<file path="src/rtl/jsequential_divider.sv">
// Sequential unsigned restoring divider: 8-bit dividend / 4-bit divisor.
// One quotient bit per clock under a start/busy/done handshake.
module jsequential_divider (
  input  logic       clk,
  input  logic       rst_n,
  input  logic       start,
  input  logic [7:0] dividend,
  input  logic [3:0] divisor,
  output logic       busy,
  output logic       done,
  output logic [7:0] quotient,
  output logic [3:0] remainder,
  output logic       div_by_zero
);

  typedef enum logic [1:0] {
    S_IDLE,
    S_RUN,
    S_DONE
  } state_e;

  state_e     state_q, state_d;
  logic [7:0] d_q, d_d;       // dividend shifting out, quotient shifting in
  logic [3:0] v_q, v_d;       // latched divisor
  logic [3:0] r_q, r_d;       // partial remainder; its 5th bit is always zero at rest
  logic [2:0] k_q, k_d;       // iteration counter
  logic [7:0] quot_q, quot_d;
  logic [3:0] rem_q, rem_d;
  logic       dbz_q, dbz_d;

  logic [4:0] trial;
  logic [4:0] diff;
  logic       q_bit;
  logic [7:0] d_shift;
  logic [3:0] r_next;

  // Datapath for one restoring step; only the 5-bit compare needs the extra bit.
  always_comb begin
    trial   = {r_q, d_q[7]};
    diff    = trial - {1'b0, v_q};
    q_bit   = (trial >= {1'b0, v_q});
    r_next  = q_bit ? diff[3:0] : trial[3:0];
    d_shift = {d_q[6:0], q_bit};
  end

  // NOTE: every variable gets its hold value first so no path leaves it unassigned (no latches).
  always_comb begin
    state_d = state_q;
    d_d     = d_q;
    v_d     = v_q;
    r_d     = r_q;
    k_d     = k_q;
    quot_d  = quot_q;
    rem_d   = rem_q;
    dbz_d   = dbz_q;

    unique case (state_q)
      S_IDLE: begin
        if (start) begin
          d_d = dividend;
          v_d = divisor;
          r_d = '0;
          k_d = '0;
          if (divisor == 4'd0) begin
            state_d = S_DONE;
            quot_d  = 8'hFF;
            rem_d   = 4'hF;
            dbz_d   = 1'b1;
          end else begin
            state_d = S_RUN;
          end
        end
      end
      S_RUN: begin
        d_d = d_shift;
        r_d = r_next;
        k_d = k_q + 3'd1;
        if (k_q == 3'd7) begin
          state_d = S_DONE;
          quot_d  = d_shift;
          rem_d   = r_next;
          dbz_d   = 1'b0;
        end
      end
      S_DONE: state_d = S_IDLE;
      default: state_d = S_IDLE;
    endcase
  end

  // NOTE: sequential state uses non-blocking assignments so all flops update together.
  always_ff @(posedge clk or negedge rst_n) begin
    if (!rst_n) begin
      state_q <= S_IDLE;
      d_q     <= '0;
      v_q     <= '0;
      r_q     <= '0;
      k_q     <= '0;
      quot_q  <= '0;
      rem_q   <= '0;
      dbz_q   <= 1'b0;
    end else begin
      state_q <= state_d;
      d_q     <= d_d;
      v_q     <= v_d;
      r_q     <= r_d;
      k_q     <= k_d;
      quot_q  <= quot_d;
      rem_q   <= rem_d;
      dbz_q   <= dbz_d;
    end
  end

  // Outputs decode directly from registered state, so nothing is combinational from inputs.
  assign busy        = (state_q == S_RUN);
  assign done        = (state_q == S_DONE);
  assign quotient    = quot_q;
  assign remainder   = rem_q;
  assign div_by_zero = dbz_q;

endmodule

</file>
<file path="config.mk">
export PLATFORM = sky130hd
export DESIGN_NAME = jsequential_divider
export DESIGN_NICKNAME = d
export VERILOG_FILES = /design/src/rtl/jsequential_divider.sv
export SDC_FILE = /design/constraint.sdc
export NUM_CORES = 1
export LEC_CHECK = 0
export ABC_AREA = 1
export BUFFER_PORTS_ARGS = -buffer_cell sky130_fd_sc_hd__buf_2
export CAP_MARGIN = 20
export CORE_UTILIZATION = 41
export DETAILED_ROUTE_END_ITERATION = 12
export PLACE_DENSITY = 0.65
export SKIP_CTS_REPAIR_TIMING = 1
export SLEW_MARGIN = 25
export SYNTH_ARGS = -nofsm -noshare
export SYNTH_HDL_FRONTEND = slang
export SYNTH_SLANG_ARGS = --single-unit
</file>
<file path="constraint.sdc">
create_clock -name clk -period 1.55 [get_ports clk]
set_input_delay 0.31 -clock clk [delete_from_list [all_inputs] [get_ports clk]]
set_output_delay 0.31 -clock clk [all_outputs]
set_load 0.005 [all_outputs]
</file>
* After elaboration in Yosys (flattened, before gate mapping)
Cells that the tools add are included.
** Word-level totals
- Flip-flop bits (word level) :: 34
- Bits of input ports :: 15
- Word-level logic and storage cells :: 47
** Cells by class
- Add/subtract/negate cells :: 2
- $lt $le $gt $ge :: 1
- Equality and inequality tests :: 6
- Multiplexer cells :: 23
- Reductions and logical operators :: 7
** Operators with widths (count)
- 8-bit two-way mux :: 4
- 8-bit one-hot mux with 2 select lines :: 2
- 4-bit two-way mux :: 5
- 4-bit one-hot mux with 2 select lines :: 2
- 2-bit two-way mux :: 3
- 3-bit one-hot mux with 2 select lines :: 1
- 2-bit AND reduction :: 3
- 5-bit by 4-bit >= comparator with 1-bit output :: 1
- 4-bit logical NOT :: 1
- 2-bit inequality test (second input constant) :: 2
- 2-bit one-hot mux with 2 select lines :: 1
- 4-bit AND reduction :: 1
- 4-bit subtractor :: 1
- 3-bit by 1-bit adder with 3-bit output (second input constant) :: 1
- 3-bit equality test (second input constant) :: 1
- 1-bit two-way mux :: 3
- 3-bit two-way mux :: 1
- 2-bit by 1-bit equality test with 1-bit output (second input constant) :: 1
- 2-bit equality test (second input constant) :: 1
- 2-bit logical NOT :: 1
- 2-bit by 1-bit inequality test with 1-bit output (second input constant) :: 1
- 1-bit one-hot mux with 2 select lines :: 1
- 2-bit nonzero test :: 1

* Depth between registers and ports, before layout
- Word-level depth :: 4
- Gate-level depth with buffers :: 12
- Mapped depth without buffers :: 12

* Least setup slack after synthesis
Ideal clock, no wire load.
- Kind :: register to register
- From :: reg d_q[7]
- To :: reg rem_q[2], in the netlist remainder[2]
- Setup time :: 0.117 ns
- Arrival time :: 1.406 ns
- Data required time :: 1.433 ns
- Setup slack :: 0.027 ns
- Stages on the path, launching flop included :: 10
- Buffers on the path :: 0
- Clock period less this slack :: 1.523 ns
- Path through :: dfrtp_1 inv_1 ha_1 inv_1 fa_1 xor2_1 nor2_1 nand2_1 nand3_2 nand2_1
** Between the ends
- Word-level cells in the longest chain between the ends :: 4
** RTL lines
- start: declaration :: RTL line 23 : logic [7:0] d_q, d_d;
- start signal: assignment :: RTL line 94 : d_q <= '0;
- start signal: assignment :: RTL line 103 : d_q <= d_d;
- 4-bit subtractor or 5-bit by 4-bit >= comparator with 1-bit output (tied branches) :: RTL line 40, 41
- 4-bit two-way mux (*) :: RTL line 42 : r_next = q_bit ? diff[3:0] : trial[3:0];
- 4-bit two-way mux (*) :: RTL line 78 : if (k_q == 3'd7) begin
- 4-bit one-hot mux with 2 select lines (*) :: RTL line 57 : unique case (state_q)
- end signal: assignment :: RTL line 108 : rem_q <= rem_d;
- end: declaration :: RTL line 28 : logic [3:0] rem_q, rem_d;
Mark *: on every way between the ends. The rest lies on a longest branch, timed or not. The select of a mux whose other input is x is not followed.
A chain may end at the register's enable or synchronous reset.

* Worst setup path after layout
- From :: reg d_q[7]
- To :: reg r_q[2]
** Between the ends
- Word-level cells in the longest chain between the ends :: 3
** RTL lines
- 4-bit subtractor or 5-bit by 4-bit >= comparator with 1-bit output (tied branches) :: RTL line 40, 41
- 4-bit two-way mux (*) :: RTL line 42
- 4-bit one-hot mux with 2 select lines (*) :: RTL line 57
- end signal: assignment :: RTL line 105 : r_q <= r_d;
- end: declaration :: RTL line 25 : logic [3:0] r_q, r_d;
Mark *: on every way between the ends. The rest lies on a longest branch, timed or not.

==> out/qor.txt <==
Outcome = finished with violations
Failing checks = setup timing
First-pass GRT wire length = 5770 um
Syn-to-layout area delta = 23.1%
Antenna-violating nets left = 0
Total Routed Length = 3490 um
Final min period = 1550 ps
Fraction of the cycle the final worst path needs = 100%
Leading area contributor after synthesis = dfrtp_1
Die Area = 4380 sq um
Synth Register Bits = 34
CTS tree = yes
DRC Markers = 0
Inserted Clock Buffers = 5
Port-buffer cells = 29
Setup Viol. Count Final = 1
Slew margin rel. = 71.5%
DP Worst Slack = -32.1 ps
Yosys cell types = 25
Die width = 66.2 um
Commonest non-fill, non-tap cell in the layout = nand2_1
Max_cap viols = 0
Yosys warning total = 0
Syn_area_per_cell = 8.57 sq um
Total vias in the final route = 1365
RSZ-0062 raised after global routing = true
Worst setup SP type = register
Detailed placer's ending HPWL = 2410 um
Sink Count = 34
Share of the yosys chip area belonging to registers = 50.4%
Pwr Total = 0.00505 W
All-Layer GR Usage = 17.8%
Final worst-path setup slack = -4.33 ps
Worst-skew pair later-pin latency = 280 ps
Starting Density = 44.4%
Cell Pwr Density = 2430 nW/um^2
Final Max Tran Viols = 0
Die span in y = 66.2 um
Iteration-0 DRC Markers = 63
Diode count = 0
First-pass DRT Iterations = 4
Worst slew pin tran = 427 ps
RePlAce Congestion = 0.802
VDD IR max = 0.921 mV
CTS root buf = clkbuf_8
Required @ worst endpoint = 1720 ps
Avg WL per Cell = 12.2 um
DR vias/cell = 4.76
Vias in the first global route = 1298
Number of top-level pins = 30
HP Class = input pin to asynchronous set/reset pin
Crit end category = register
CORE AREA = 3800 sq um
Util after Layout = 54.7%
Main area contributors after synthesis = dfrtp_1 (50%), nand2_1 (13%), inv_1 (5.6%)
Layout cells sized above 1 = 29.3%
Synth Net Count = 219
Worst clock skew = 2.60 ps
Mapped Area = 1690 sq um
Cell chain of the critical path = inv_2 > ha_4 > inv_2 > fa_2 > xor2_1 > nor2_1 > nand2_1 > nand2_1 > nor2_1
Initial antenna violation count = 0
Fmax achieved = 643 MHz
Most frequent cells in the layout = nand2_1 (58), dfrtp_1 (34), buf_2 (29)
Worst-path fanout max = 2
Final-report hold violation count = 0
Crit Path Class = register to register
H-tree Lvls = 2
NumNets Final = 260
Peak per-stage delay on the critical path = 380 ps
Mapped Cells = 197
Total grt overflow = 0
Largest net degree at the start of global routing = 35
Synth top area share = 50.4%
Num rows = 22
WP data arrival = 1730 ps
Clock-pin slew on the worst setup and hold paths = 70 ps
Leak = 1.11 nW
CTS Buffer Depth = 2
Worst hold slack = 50.2 ps
CP max stage cell = fa_2
cells by family after synthesis:
kind of cell / count (synthesis) / share of synthesized area (%)
simple gates: 92 / 22.9
buf+inv: 34 / 9.27
flops: 34 / 50.4
compound gates: 29 / 11.3
fa+ha+maj: 7 / 5.63
xor+xnor: 1 / 0.519
worst max-delay path, delay by kind of cell (launching register included):
kind / cells / cell delay, ps
buffers and inverters: 2 / 120
flip-flops: 1 / 370
adder cells (fa/ha/maj): 2 / 510
AND/OR/NAND/NOR: 4 / 300
XOR/XNOR: 1 / 150
cell usage after synthesis:
library cell	n
nand2_1	60
dfrtp_1	34
inv_1	25
o21ai_0	13
nor2_1	12
nand3_1	10
o211ai_1	7
ha_1	6
nand2_2	4
buf_6	3
inv_2	3
nand4_1	3
a21oi_1	2
a22o_1	2
buf_2	2
o21ai_2	2
a21oi_2	1
buf_4	1
fa_1	1
nand3_2	1
o211ai_2	1
o22ai_1	1
or2_2	1
or3_1	1
xor2_1	1
cell type report:
class	count	area, sq um
Inverter	28	115
Sequential cell	34	851
Fill cell	370	1720
Timing Repair Buffer	40	231
Clock inverter	1	5.00
Tap cell	48	60.1
Multi-Input combinational cell	129	728
Clock buffer	7	86.3
per-layer routing:
metal | vias up | global-route usage, % | share of wire [%]
li1 | 710 | - | -
met1 | 626 | 23.5 | 48
met5 | - | 0 | 0
met3 | 5 | 5.17 | 3.2
met2 | 24 | 27.3 | 47
met4 | 0 | 7.18 | 1.4
flip-flops by register name (all words and copies together) (netlist names):
| register | cells |
|---|---|
| d_q | 8 |
| state_q | 2 |
| quotient | 8 |
| remainder | 4 |
| div_by_zero | 1 |
| k_q | 3 |
| v_q | 4 |
| r_q | 4 |
per-stage QoR:
stage | TNS [ps] | instance area (sq um) | std cells
final | -4.33 | 2080 | 287
after global routing | -413 | 2080 | 287
after detailed placement | -55.2 | 1910 | 277
after floorplan | 0 | 1690 | 197
after global placement | -3.51 | 1910 | 277
after CTS | -291 | 2000 | 285
worst paths after layout:
| kind | to | slack (ps) | cells past startpoint | start |
|---|---|---|---|---|
| worst max-delay path | r_q[2] | -4 | 9 | d_q[7] |
| worst min-delay path | remainder[3] | 50 | 2 | rst_n |
| worst max register to register | r_q[2] | -4 | 9 | d_q[7] |
| worst min register to register | k_q[0] | 470 | 1 | k_q[0] |
| max in group asynchronous | quotient[3] | 1200 | 2 | rst_n |
| min in group clk | d_q[5] | 290 | 3 | dividend[5] |
report_power, final:
group / internal (W) / switching [W] / total (W)
Sequential: 0.00134 / 0.000227 / 0.00157
Clock: 0.000358 / 0.000306 / 0.000664
Combinational: 0.00118 / 0.00163 / 0.00281
Total: 0.00289 / 0.00216 / 0.00505
No activity file was read; power rests on OpenSTA's default activity.
